File: src/rtl/int_seq_pkg.sv
// rtl/int_seq_pkg.sv - shared types and constants for the interrupt sequencer (INT_SAVE_FLAGS_EN adds the flag push)
package int_seq_pkg;

    localparam int PC_W   = 32;
    localparam int WORD_W = 16;

`ifdef INT_SAVE_FLAGS_EN
    localparam int PUSH_WORDS = 3;

    typedef enum logic [2:0] {
        S_IDLE,
        S_FLUSH,
        S_PUSH_HI,
        S_PUSH_LO,
        S_PUSH_FLG,
        S_RD_HI,
        S_RD_LO,
        S_JUMP
    } int_state_t;
`else
    localparam int PUSH_WORDS = 2;

    typedef enum logic [2:0] {
        S_IDLE,
        S_FLUSH,
        S_PUSH_HI,
        S_PUSH_LO,
        S_RD_HI,
        S_RD_LO,
        S_JUMP
    } int_state_t;
`endif

endpackage

File: src/rtl/int_req_latch.sv
// rtl/int_req_latch.sv - interrupt rise detector with a sticky pending flag
module int_req_latch (
    input  logic clk,
    input  logic reset,
    input  logic interrupt_signal,
    input  logic clear,
    output logic rise,
    output logic pending
);

    logic sig_q;
    logic sig_d;
    logic pending_q;
    logic pending_d;

    assign rise    = interrupt_signal & ~sig_q;
    assign pending = pending_q;

    // A rise is remembered until the sequencer starts; clear wins because the
    // starting sequence is the one servicing any same-cycle rise.
    always_comb begin
        sig_d     = interrupt_signal;
        pending_d = clear ? 1'b0 : (pending_q | rise);
    end

    // Edge history and pending flag registers.
    always_ff @(posedge clk) begin
        if (reset) begin
            sig_q     <= 1'b0;
            pending_q <= 1'b0;
        end else begin
            sig_q     <= sig_d;
            pending_q <= pending_d;
        end
    end

endmodule

File: src/rtl/interrupt_sequencer.sv
// rtl/interrupt_sequencer.sv - interrupt entry sequencer: flush, push PC (and flags with INT_SAVE_FLAGS_EN), fetch vector, redirect PC
module interrupt_sequencer
    import int_seq_pkg::*;
#(
    parameter logic [31:0] VEC_ADDR = 32'd0,
    parameter int          FLAG_W   = 4
) (
    input  logic              clk,
    input  logic              reset,
    input  logic              interrupt_signal,
    input  logic              boundary_ok,
    input  logic [PC_W-1:0]   pc_resume,
    input  logic [FLAG_W-1:0] flags_in,
    input  logic [WORD_W-1:0] mem_rdata,
    output logic              fetch_stall,
    output logic              flush_decode,
    output logic              mem_push,
    output logic [WORD_W-1:0] mem_wdata,
    output logic              mem_read,
    output logic [PC_W-1:0]   mem_raddr,
    output logic              pc_write,
    output logic [PC_W-1:0]   pc_next,
    output logic              pc_choose_interrupt,
    output logic              busy,
    output logic              int_pending
);

    localparam logic [PC_W-1:0] VEC_ADDR_LO = VEC_ADDR + 32'd1;

    int_state_t        state_q;
    int_state_t        state_d;
    logic [PC_W-1:0]   pc_save_q;
    logic [PC_W-1:0]   pc_save_d;
    logic [WORD_W-1:0] vec_hi_q;
    logic [WORD_W-1:0] vec_hi_d;
    logic              rise;
    logic              pending;
    logic              start;

`ifdef INT_SAVE_FLAGS_EN
    logic [FLAG_W-1:0] flg_save_q;
    logic [FLAG_W-1:0] flg_save_d;
`else
    logic              unused_flags;
    assign unused_flags = ^flags_in;
`endif

    assign start       = (state_q == S_IDLE) && (pending || rise) && boundary_ok;
    assign int_pending = pending;

    int_req_latch u_req_latch (
        .clk              (clk),
        .reset            (reset),
        .interrupt_signal (interrupt_signal),
        .clear            (start),
        .rise             (rise),
        .pending          (pending)
    );

    // State and capture registers; reset abandons any sequence in flight.
    always_ff @(posedge clk) begin
        if (reset) begin
            state_q    <= S_IDLE;
            pc_save_q  <= '0;
            vec_hi_q   <= '0;
`ifdef INT_SAVE_FLAGS_EN
            flg_save_q <= '0;
`endif
        end else begin
            state_q    <= state_d;
            pc_save_q  <= pc_save_d;
            vec_hi_q   <= vec_hi_d;
`ifdef INT_SAVE_FLAGS_EN
            flg_save_q <= flg_save_d;
`endif
        end
    end

    // Next state and captures: fixed walk through the sequence once started.
    always_comb begin
        state_d    = state_q;
        pc_save_d  = pc_save_q;
        vec_hi_d   = vec_hi_q;
`ifdef INT_SAVE_FLAGS_EN
        flg_save_d = flg_save_q;
`endif
        case (state_q)
            S_IDLE:    if (start) state_d = S_FLUSH;
            S_FLUSH: begin
                pc_save_d  = pc_resume;
`ifdef INT_SAVE_FLAGS_EN
                flg_save_d = flags_in;
`endif
                state_d    = S_PUSH_HI;
            end
            S_PUSH_HI: state_d = S_PUSH_LO;
`ifdef INT_SAVE_FLAGS_EN
            S_PUSH_LO:  state_d = S_PUSH_FLG;
            S_PUSH_FLG: state_d = S_RD_HI;
`else
            S_PUSH_LO:  state_d = S_RD_HI;
`endif
            S_RD_HI:   state_d = S_RD_LO;
            S_RD_LO: begin
                vec_hi_d = mem_rdata;
                state_d  = S_JUMP;
            end
            S_JUMP:    state_d = S_IDLE;
            default:   state_d = S_IDLE;
        endcase
    end

    // Moore output decode; only pc_next in JUMP sees mem_rdata directly.
    always_comb begin
        fetch_stall         = (state_q != S_IDLE);
        busy                = (state_q != S_IDLE);
        flush_decode        = 1'b0;
        mem_push            = 1'b0;
        mem_wdata           = '0;
        mem_read            = 1'b0;
        mem_raddr           = '0;
        pc_write            = 1'b0;
        pc_next             = '0;
        pc_choose_interrupt = 1'b0;
        case (state_q)
            S_FLUSH:   flush_decode = 1'b1;
            S_PUSH_HI: begin
                mem_push  = 1'b1;
                mem_wdata = pc_save_q[31:16];
            end
            S_PUSH_LO: begin
                mem_push  = 1'b1;
                mem_wdata = pc_save_q[15:0];
            end
`ifdef INT_SAVE_FLAGS_EN
            S_PUSH_FLG: begin
                mem_push  = 1'b1;
                mem_wdata = WORD_W'(flg_save_q);
            end
`endif
            S_RD_HI: begin
                mem_read  = 1'b1;
                mem_raddr = VEC_ADDR;
            end
            S_RD_LO: begin
                mem_read  = 1'b1;
                mem_raddr = VEC_ADDR_LO;
            end
            S_JUMP: begin
                pc_write            = 1'b1;
                pc_choose_interrupt = 1'b1;
                pc_next             = {vec_hi_q, mem_rdata};
            end
            default: ;
        endcase
    end

endmodule

File: config.mk
export PLATFORM = sky130hd
export DESIGN_NAME = interrupt_sequencer
export DESIGN_NICKNAME = d
export VERILOG_FILES = /design/src/rtl/int_seq_pkg.sv /design/src/rtl/int_req_latch.sv /design/src/rtl/interrupt_sequencer.sv
export SDC_FILE = /design/constraint.sdc
export NUM_CORES = 1
export LEC_CHECK = 0
export BUFFER_PORTS_ARGS = -buffer_cell sky130_fd_sc_hd__buf_2
export CORE_MARGIN = 8
export CORE_UTILIZATION = 40
export DETAILED_ROUTE_END_ITERATION = 16
export PLACE_DENSITY = 0.76
export SLEW_MARGIN = 10
export SYNTH_ARGS = -nofsm -noshare
export SYNTH_HDL_FRONTEND = slang
export SYNTH_SLANG_ARGS = --single-unit
File: constraint.sdc
create_clock -name clk -period 1.3 [get_ports clk]
set_input_delay 0.26 -clock clk [delete_from_list [all_inputs] [get_ports clk]]
set_output_delay 0.26 -clock clk [all_outputs]
set_load 0.05 [all_outputs]
# Word-level counts from Yosys, hierarchy flattened
# Index checks and enable logic that the tools add are counted.
[op_classes] n_addsub=0 multipliers=0 div=0 n_lt_le_gt_ge=0 n_eq_ne=7 shift=0 n_mux=9 bitwise_logic=3 n_reduce_logical=8
[op_table] operator="two-way mux 32 bit" n=1
[op_table] operator="one-hot mux 16 bit (2 select lines)" n=1
[op_table] operator="one-hot mux 3 bit (6 select lines)" n=1
[op_table] operator="equality test 3 bit (second input constant)" n=3
[op_table] operator="equality test 3 x 2 -> 1 bit (second input constant)" n=2
[op_table] operator="OR reduction 2 bit" n=3
[op_table] operator="two-way mux 1 bit" n=5
[op_table] operator="equality test 3 x 1 -> 1 bit (second input constant)" n=1
[op_table] operator="logical NOT 3 bit" n=1
[op_table] operator="two-way mux 3 bit" n=1
[op_table] operator="nonzero test 3 bit" n=1
[op_table] operator="logical AND 1 bit" n=2
[op_table] operator="inequality test 2 x 1 -> 1 bit (second input constant)" n=1
[op_table] operator="AND 1 bit" n=1
[op_table] operator="logical OR 1 bit" n=1
[op_table] operator="NOT 1 bit" n=1
[op_table] operator="OR 1 bit" n=1
[word_totals] register_bits=53 latch_bits=0 ramBits=0 mem_bits_ro=0 out_inout_bits=88 wordCells=32 n_memories=0

# Depth between registers and ports, before layout
# Gate-level depths: netlist of the first run.
[logic_depth] word_depth=7 mapped_depth=7

# Hierarchy
# Synthesis of the first run repeated with hierarchy kept, for this count alone.
[unflattened] cells_unflattened=343 hier_area_um2=3149.3
[by_module_without_submodules] module="interrupt_sequencer" n_inst=1 cells_each=337 area_per_inst_um2=3078.0 seq_area_each_um2=1021.0
[by_module_without_submodules] module="int_req_latch" n_inst=1 cells_each=6 area_per_inst_um2=71.3 seq_area_each_um2=40.0

# Worst setup path after synthesis of the first run
# Ideal clock, no wire load.
[synth_path] kind="register -> output" start="register state_q[0]" end="output pc_next[22]" arrival_time_ns=1.790 path_slack_ns=-0.750 stages_incl_launch_ff=5 path_cell_list="dfxtp_1 -> buf_2 -> and3b_1 -> clkbuf_1 -> and2_1"
[synth_between] elab_chain_len=2
[synth_rtl] item="start, declared" line_no="interrupt_sequencer.sv:30" rtl="int_state_t state_q;"
[synth_rtl] item="start signal, assigned" line_no="interrupt_sequencer.sv:70" rtl="state_q <= state_d;"
[synth_rtl] item="equality test 3 bit" line_no="interrupt_sequencer.sv:125" rtl="case (state_q)"
[synth_rtl] item="two-way mux 32 bit" line_no="interrupt_sequencer.sv:125"
[synth_rtl] item="end, declared" line_no="interrupt_sequencer.sv:22" rtl="output logic [PC_W-1:0] pc_next,"
# No other way between the ends.

# Final worst setup path of the first run
[layout_path] start="register state_q[0]" end="output pc_next[10]"
# The elaborated chain is that of the path after synthesis.

==> impl_metrics.toml, run 1 <==
[outcome]
status = "finished, violations left"
violations = "setup timing"

[routing]
first_pass_iters = 4
route.detailed.drc = 0
drtIter0Drc = 62
top_layer_used = "met4"
vias_per_cell = 4.769
wl_met1_um = 3242
vias = 2585
detail_route.wl_per_cell_um = 15.88
wl_um = 8606
wl_met2_um = 4669
route.met3.wl_um = 633
drtAntennaViolNets = 0

[sta]
post-route-period-util = 1.321
period_needed_ps = 1718
layout_setup_ws_ps = -417.9
drv_slew = 0
setup_viol = 88
hold_violations = 0
setup_tns_ps = -29720
rsz0062_at_grt = "true"
timing.fmax_mhz = 582.1
finalClockSkew_ps = 8.950

[power_and_ir_drop]
power.internal_uw = 2959
ir_worst_vdd_v = 0.0006986
p_switching_uw = 1479
swShare = 0.3333
power_density_nw_per_um2 = 989.5
leakagePower_uw = 0.001816
seq_power_share = 0.403
p_total_uw = 4437
pwr-share-comb = 0.332
pwr-share-clk = 0.266

[floorplan]
core_area_um2 = 6277
num_rows = 29
initial_utilization = 0.4104
die_x_um = 96.26
die_area_um2 = 9265
die_y_um = 96.26
io-pin-count = 144

[clock_tree]
clk_latency_ps = 310
cts_hold_buffers = 0
htreeDepth = 2
clk_pin_slew_worst_paths_ps = 100
cts_tree = "yes"
cts-root-buf = "clkbuf_8"
clock_sinks = 53
clockBufferDepth = 2
cts_buffers = 5

[yosys]
synth_xor_xnor_area_share = 0
syn_area_per_cell_um2 = 7.577
synth_compound_gate_area_share = 0.1039
synth_fa_ha_area_frac = 0
synth_top_family_by_area = "simple AND/OR/NAND/NOR gates"
synth_top_area_frac = 0.4119
yosys_warnings = 0
synth_seq_area_share = 0.4119
synth_area_leaders = "dfxtp_1 41%, nand2_1 14%, a21oi_1 9.7%, buf_4 9.6%, and2_1 7.8%"
yosys_register_bits = 53
synth-simple-area-share = 0.2671
synth_top_cell_by_area = "dfxtp_1"
synthMuxAreaShare = 0.06654
yosys.cell_types.count = 24
syn_area_um2 = 2576
synthCells = 340

[grt]
grtUsageTotal = 0.1680
grt_max_degree = 35
grt_pass1_wl_um = 12160
grt_pass1_vias = 2640
gr-total-overflow = 0
antenna_found_initial = 0

[worst_setup_path]
arrival_ps = 1460
critPathMaxFanout = 17
worstSetupPathType = "flip-flop to output pin"
cpMaxStageDelayCell = "dfxtp_4"
required_ps = 1040
max_stage_delay_ps = 370
reg2reg_slack_ps = -400
path_cells = "and3b_2 -> clkbuf_16 -> and2_4 -> buf_8"
crit_path_end_kind = "output pin"
critPathLaunchType = "flip-flop"

[finish]
layout.nets = 520
diodes = 0
drive_above_1_share = 0.5871
syn_to_final_growth_pct = 74.07
n_fill_cell = 457

[placement]
gp_congestion = 0.7416
io_buffers = 108
dp.final_hpwl_um = 5208

[flow_run]
maxCapViolCount = 0

[min_path]
hold_path_class = "input pin to flip-flop"
[flip-flops by register name (all words and copies together), names as in the netlist]
signal / cells
u_req_latch.sig_q: 1
pc_save_q: 32
vec_hi_q: 16
u_req_latch.pending: 1
state_q: 3
[cell families after synthesis]
| kind of cell | after synthesis |
|---|---|
| other cells | 1 |
| buf+inv | 61 |
| mux | 17 |
| flops | 53 |
| simple gates | 155 |
| compound gates | 53 |
[cell usage in the layout (no fill, tap or decap), types with 2 or more instances in the layout]
cell | Yosys | final
a21oi_1 | 50 | 26
buf_12 | 0 | 7
buf_2 | 6 | 67
clkbuf_16 | 0 | 2
nor2_4 | 0 | 16
buf_16 | 0 | 2
and2_2 | 0 | 2
conb_1 | 1 | 31
mux2i_4 | 0 | 7
buf_8 | 0 | 38
and2_4 | 0 | 30
clkbuf_8 | 0 | 6
dfxtp_1 | 53 | 50
nor2_1 | 19 | 3
dfxtp_2 | 0 | 2
inv_2 | 1 | 2
nand3b_1 | 2 | 2
buf_6 | 3 | 16
mux2i_2 | 0 | 8
nand2_2 | 0 | 22
buf_4 | 33 | 10
clkinvlp_4 | 0 | 2
nand2_1 | 96 | 74
a21oi_2 | 0 | 24
[critical path: cells and delay by family, from the launching register on]
family,cells,cell delay [ps]
DFF,1,370
and+or+nand+nor,2,450
buffers and inverters,2,330
[cell usage after synthesis (all sizes together)]
| cell | number |
|---|---|
| o21ai | 2 |
| a211oi | 1 |
| conb | 1 |
| a21oi | 50 |
| mux2 | 1 |
| mux2i | 16 |
| nor3 | 1 |
| nor2b | 2 |
| or3b | 1 |
| nand2 | 96 |
| inv | 4 |
| clkinv | 1 |
| clkbuf | 13 |
| nor2 | 19 |
| and2 | 32 |
| nand2b | 1 |
| nand3b | 2 |
| buf | 43 |
| and3b | 1 |
| dfxtp | 53 |
[repair_timing]
| action | 4_1_cts | 5_1_grt |
|---|---|---|
| setup buffers | 7 | 6 |
| resized for setup | 148 | 62 |
| pin swaps | 2 | 8 |
| cloned | 4 | 3 |
| endpoints found under the setup margin | 88 | 91 |
[layer usage]
layer | GRT usage | vias up
li1 | - | 1258
met5 | 0 | -
met2 | 0.3133 | 107
met4 | 0.04097 | 0
met1 | 0.1824 | 1214
met3 | 0.04524 | 6
[path summary, 6_finish.rpt]
path | from | end | cells past startpoint
max | state_q[0]$_SDFFE_PP0P_ | pc_next[10] | 4
min | boundary_ok | u_req_latch.pending$_SDFF_PP0_ | 2
max reg2reg | state_q[0]$_SDFFE_PP0P_ | pc_save_q[23]$_SDFFE_PP0N_ | 8
min reg2reg | vec_hi_q[8]$_SDFFE_PP0P_ | vec_hi_q[8]$_SDFFE_PP0P_ | 2
[power groups by stage]
stage | registers [uW] | clock network (uW) | logic [uW]
3_3_place_gp | 1790 | 0 | 986
3_5_place_dp | 1800 | 0 | 994
6_report | 1790 | 1180 | 1470
2_1_floorplan | 1800 | 0 | 880
5_1_grt | 1800 | 1270 | 1540
4_1_cts | 1780 | 1210 | 1320
[stage by stage]
step	area (um2)	hold slack [ps]	cells	util	setup slack (ps)
final	4484	144.1	542	0.7144	-417.9
after CTS	4217	137.2	536	0.6717	-405.4
after detailed placement	3400	445.0	517	0.5416	-132.8
after global placement	3400	439.4	517	0.5416	-116.6
after global routing	4484	136.6	542	0.7144	-479.8
after floorplan	3037	359.6	370	-	-78.90
[layout make-up]
class | count | area, um2 | share of cell area
clock buffer | 6 | 82.58 | 0.01842
clock inverter | 2 | 37.54 | 0.008371
inverter | 5 | 27.53 | 0.006138
multi-input combinational | 256 | 1734 | 0.3867
sequential | 53 | 1067 | 0.2380
tap | 77 | 96.34 | 0.02148
timing repair buffer | 143 | 1439 | 0.3209
Note: power is estimated with default switching activity, not from simulation.
==> run 2: changes to the inputs <==
ABC_CLOCK_PERIOD_IN_PS = 1300   (was not set)
SETUP_SLACK_MARGIN = 0.05   (was not set)
==> run 2 against run 1 <==
Register-to-register slack better by 310 ps. Largest power group unchanged. Critical path type unchanged. Die area unchanged. Critical endpoint is now pc_next[31]. Sequential power barely moved. Largest cell class unchanged. The flow still finishes with violations (setup timing). Final cell count fell by 2.8%. Worst setup slack better by 22 ps.
==> impl_metrics.toml, run 2 (synthesis results as in run 1) <==
[clock_tree]
cts_hold_buffers = 0
clock_sinks = 53
htreeDepth = 2
cts-root-buf = "clkbuf_8"
clk_latency_ps = 300
clk_pin_slew_worst_paths_ps = 90
cts_buffers = 5
clockBufferDepth = 2
cts_tree = "yes"

[worst_setup_path]
arrival_ps = 1440
required_ps = 1040
reg2reg_depth = 5
worstSetupPathType = "flip-flop to output pin"
crit_start = "state_q[0]$_SDFFE_PP0P_"
critPathLaunchType = "flip-flop"
worst_r2r_startpoint = "state_q[2]$_SDFFE_PP0P_"
crit_path_end_kind = "output pin"
critPathMaxFanout = 34

[min_path]
hold_path_class = "input pin to flip-flop"
holdPathStages = 2
hp-start = "boundary_ok"

[finish]
diodes = 0
largest_reg_flops = 32
reg_top3 = "pc_save_q: 32 flops, vec_hi_q: 16 flops, state_q: 3 flops"
n_fill_cell = 499
final_common_cell = "nand2_1"
postLayoutCellArea_um2 = 4167
syn_to_final_growth_pct = 61.73
final_cell_mix = "87 x nand2_1, 64 x buf_2, 50 x dfxtp_1"
layout.nets = 505
max_flop_register = "pc_save_q"
drive_above_1_share = 0.4978

[grt]
grt_max_degree = 35
antenna_found_initial = 0
grtUsageTotal = 0.1457
gr-total-overflow = 0
grt_pass1_wl_um = 10780
grt_pass1_vias = 2401

[floorplan]
io-pin-count = 144
initial_utilization = 0.4104
die_x_um = 96.26
core_area_um2 = 6277
die_area_um2 = 9265
num_rows = 29
die_y_um = 96.26

[power_and_ir_drop]
ir_worst_vdd_v = 0.0005783
leakagePower_uw = 0.001681
p_total_uw = 4272
power_density_nw_per_um2 = 1025

[flow_run]
maxCapViolCount = 0

[outcome]
status = "finished, violations left"
violations = "setup timing"

[sta]
timing.hold.ws_ps = 157.5
timing.fmax_mhz = 589.8
finalClockSkew_ps = 5.360
setup_tns_ps = -21810
layout_setup_ws_ps = -395.4
hold_violations = 0
rsz0062_at_grt = "true"
drv_slew = 0
post-route-period-util = 1.304
setup_viol = 88
period_needed_ps = 1695

[routing]
detail_route.wl_per_cell_um = 13.25
drtIter0Drc = 50
route.detailed.drc = 0
vias = 2419
drtAntennaViolNets = 0
first_pass_iters = 4
vias_per_cell = 4.590
wl_um = 6982

[placement]
gp_congestion = 0.7489
placed_area_um2 = 3371
io_buffers = 108
dp.final_hpwl_um = 5041
post-place-ws_ps = -147.1
## run 2: cell types whose count changed in the layout (fill, tap and decap cells not counted), sizes merged
| cell | delta |
|---|---|
| buf | -12 |
| clkinv | +1 |
| clkinvlp | -1 |
| bufbuf | -1 |
| bufinv | +1 |
| clkbuf | -3 |
## run 2: cell type report
class                           count  area, um2  share of cell area
Clock buffer                        5      68.82             0.01652
Clock inverter                      3      65.06             0.01562
Inverter                            5      27.53            0.006607
Multi-Input combinational cell    256       1685              0.4045
Sequential cell                    53       1070              0.2568
Tap cell                           77      96.34             0.02312
Timing Repair Buffer              128       1154              0.2769
## run 2: repair_timing
item / 4_1_cts / 5_1_grt
pin swaps: 0 / 1
endpoints found under the setup margin: 96 / 105
gates resized for setup: 140 / 33
buffers inserted: 1 / 1
## run 2: report_power, final
group	internal, uW	switching [uW]
Sequential	1710	81.9
Combinational	439	750
Clock	765	526
## run 2: final timing paths
path | endpoint | slack (ps)
hold / removal | u_req_latch.pending$_SDFF_PP0_ | 160
hold reg to reg | vec_hi_q[15]$_SDFFE_PP0P_ | 460
setup reg to reg | pc_save_q[6]$_SDFFE_PP0N_ | -90
setup / recovery | pc_next[31] | -400
## run 2: layer usage
metal / wire [um] / track usage
met1: 2686 / 0.1567
met2: 3669 / 0.2724
met3: 545 / 0.03900
met4: 80 / 0.03841
met5: 0 / 0
## run 2: critical path, cell delays in order (launching register included)
cell     delay (ps)
dfxtp_4         390
and3b_2         230
buf_12          160
and2_2          200
buf_6           150
## run 2: through the flow
| stage | instances | util |
|---|---|---|
| after detailed placement | 517 | 0.5370 |
| after floorplan | 370 | - |
| after global routing | 527 | 0.6637 |
| after global placement | 517 | 0.5370 |
| after CTS | 526 | 0.6406 |
| final | 527 | 0.6637 |
==> run 3: changes to the inputs <==
ABC_CLOCK_PERIOD_IN_PS = 1810   (was 1300)
BUFFER_PORTS_ARGS = not set   (was -buffer_cell sky130_fd_sc_hd__buf_2)
CORE_UTILIZATION = 45   (was 40)
DONT_BUFFER_PORTS = 1   (was not set)
PLACE_DENSITY = not set   (was 0.76)
SYNTH_HIERARCHICAL = 1   (was not set)
clock period = 1.81 ns   (was 1.3 ns; I/O delays follow)
==> run 3 against run 2 <==
The flow still finishes with violations (setup timing). Power is 38% lower. Sequential share of layout area fell by 0.43 points. Critical path depth unchanged. Sequential power shrank 28%. Global-route usage decreased by 0.22 points. Final cell count fell by 8.3%. Via count is 6.9% lower. Count of clock-buffer cells in the layout increased by 1. Clock power fell by 50%. Critical endpoint is now mem_wdata[13]. Largest cell class unchanged. Largest power group unchanged.
==> impl_metrics.toml, run 3 <==
[routing]
vias_per_cell = 4.663
drtAntennaViolNets = 0
wl_um = 7822
first_pass_iters = 4
route.detailed.drc = 0
drtIter0Drc = 45
wl_met1_um = 3177
detail_route.wl_per_cell_um = 16.19
top_layer_used = "met4"
route.met3.wl_um = 705
wl_met2_um = 3882
vias = 2252

[finish]
reg_top3 = "pc_save_q: 32 flops, vec_hi_q: 16 flops, state_q: 3 flops"
n_fill_cell = 586
stdcell_count = 483
syn_to_final_growth_pct = 34.56
diodes = 0
layout.nets = 442
largest_reg_flops = 32
drive_above_1_share = 0.3488
multi_input_area_um2 = 2111
max_flop_register = "pc_save_q"
final_common_cell = "nand2b_1"
utilization = 0.6238
final_cell_mix = "97 x nand2b_1, 50 x mux2i_1, 50 x dfxtp_1"
regArea_um2 = 1070

[yosys]
yosys_warnings = 6
synthMuxAreaShare = 0.2034
synth-simple-area-share = 0.3063
syn_area_per_cell_um2 = 9.182
synth_common_cells = "98 x nand2b_1, 64 x mux2i_1, 53 x dfxtp_1, 36 x buf_4, 32 x and2_1"
ys.flop_type = "dfxtp_1"
yosys_register_bits = 53
synth_most_common_cell = "nand2b_1"
synth_top_family_by_area = "simple AND/OR/NAND/NOR gates"
synth_top_cell_by_area = "dfxtp_1"
synth_edf_count = 0
synth_area_leaders = "dfxtp_1 34%, mux2i_1 20%, nand2b_1 19%, buf_4 8.6%, and2_1 6.4%"
synth_seq_area_share = 0.3369
synth_compound_gate_area_share = 0.01152
syn_area_um2 = 3149
synth_xor_xnor_area_share = 0
synth_top_area_frac = 0.3369
yosys.cell_types.count = 25
async_flop_share = 0
synthCells = 343
synth_fa_ha_area_frac = 0

[power_and_ir_drop]
p_total_uw = 2664
ir_worst_vdd_v = 0.0003695
power_density_nw_per_um2 = 628.6
leakagePower_uw = 0.001570

[floorplan]
num_rows = 30
die_y_um = 99.66
core_area_um2 = 6794
io-pin-count = 144
die_area_um2 = 9931
initial_utilization = 0.4635
die_x_um = 99.66

[clock_tree]
htreeDepth = 2
cts_buffers = 5
cts-root-buf = "clkbuf_8"
clk_latency_ps = 300
clock_sinks = 53
clk_pin_slew_worst_paths_ps = 90
clockBufferDepth = 2
cts_hold_buffers = 0
cts_tree = "yes"

[worst_setup_path]
required_ps = 1450
worstSetupPathType = "flip-flop to output pin"
reg2reg_depth = 6
reg2reg_slack_ps = 220
critPathLaunchType = "flip-flop"
worstReg2RegEnd = "pc_save_q[29]$_SDFFE_PP0N_"
worst_r2r_startpoint = "state_q[0]$_SDFFE_PP0P_"
critPathMaxFanout = 10
crit_path_end_kind = "output pin"
arrival_ps = 1450

[sta]
rsz0062_at_grt = "true"
finalClockSkew_ps = 7.882
setup_viol = 1
setup_tns_ps = -1.238
period_needed_ps = 1811
drv_slew = 0
post-route-period-util = 1.001
hold_violations = 0
timing.fmax_mhz = 552.1
layout_setup_ws_ps = -1.238

[outcome]
violations = "setup timing"
status = "finished, violations left"

[min_path]
holdPathStages = 1
hold_end = "state_q[1]$_SDFFE_PP0P_"
hp-start = "reset"
hold_path_class = "input pin to flip-flop"

[placement]
dp.final_hpwl_um = 4683
gp_congestion = 0.6903
post-place-ws_ps = 158.0
dp.cells = 462
io_buffers = 0

[grt]
grt_pass1_wl_um = 11670
grt_pass1_vias = 2327
gr-total-overflow = 0
antenna_found_initial = 0
grt_max_degree = 102
grtUsageTotal = 0.1435

[flow_run]
maxCapViolCount = 0
-- run 3: cell types whose count changed in the layout (fill, tap and decap cells not counted), sizes merged, moves of 2 or more --
| cell | previous run | this run |
|---|---|---|
| mux2i | 16 | 64 |
| nand2 | 96 | 0 |
| nand2b | 1 | 98 |
| bufinv | 2 | 0 |
| and3b | 1 | 5 |
| a21oi | 50 | 3 |
| clkbuf | 5 | 7 |
| buf | 128 | 60 |
| inv | 3 | 1 |
-- run 3: worst max path at each step --
stage | start | endpoint | slack, ps | cells past startpoint
after floorplan | state_q[2]$_SDFFE_PP0P_ | mem_wdata[11] | -60 | 5
after global placement | state_q[2]$_SDFFE_PP0P_ | pc_next[28] | 170 | 2
after detailed placement | state_q[2]$_SDFFE_PP0P_ | pc_next[28] | 160 | 2
after CTS | state_q[0]$_SDFFE_PP0P_ | pc_next[23] | -9 | 2
after global routing | state_q[0]$_SDFFE_PP0P_ | mem_wdata[13] | -70 | 4
final | state_q[0]$_SDFFE_PP0P_ | mem_wdata[13] | -1 | 4
-- run 3: layout make-up --
cell class              instances  area share
multi-input cells             262      0.4981
inverters                       2    0.002657
repair buffers                 62      0.1990
clock inverters                 2    0.002362
flip-flops and latches         53      0.2524
clock buffers                   6     0.01712
well taps                      96     0.02834
-- run 3: critical path: stages (launching register included) --
cell	delay (ps)
dfxtp_4	420
clkbuf_16	190
mux2i_1	320
nor2_4	60
buf_8	150
-- run 3: timing repair --
item | in CTS | in global routing
setup endpoints to repair | 54 | 69
gates cloned | 4 | 3
setup buffers | 5 | 1
pin swaps | 3 | 15
gates resized for setup | 102 | 61
-- run 3: stage by stage --
| step | area, um2 | hold WS (ps) |
|---|---|---|
| floorplan | 3273 | 433.6 |
| CTS | 3965 | 109.4 |
| global route | 4238 | 100.5 |
| finish | 4238 | 125.8 |
| global placement | 3406 | 441.8 |
| detailed placement | 3406 | 445.3 |
-- run 3: cells by family after synthesis --
logic type,after synthesis
other,1
muxes,64
and+or+nand+nor,158
DFF,53
AOI/OAI and AO/OA,6
buffers and inverters,61
-- run 3: report_power, final --
| group | internal (uW) | leakage (uW) | switching, uW |
|---|---|---|---|
| Clock | 269 | 0.0000450 | 380 |
| Sequential | 1220 | 0.000432 | 53.2 |
| Combinational | 307 | 0.00109 | 432 |
-- run 3: per-layer routing --
| layer | vias to the layer above | GRT usage |
|---|---|---|
| li1 | 1116 | - |
| met1 | 1040 | 0.1600 |
| met2 | 91 | 0.2474 |
| met3 | 5 | 0.06075 |
| met4 | 0 | 0.03143 |
| met5 | - | 0 |
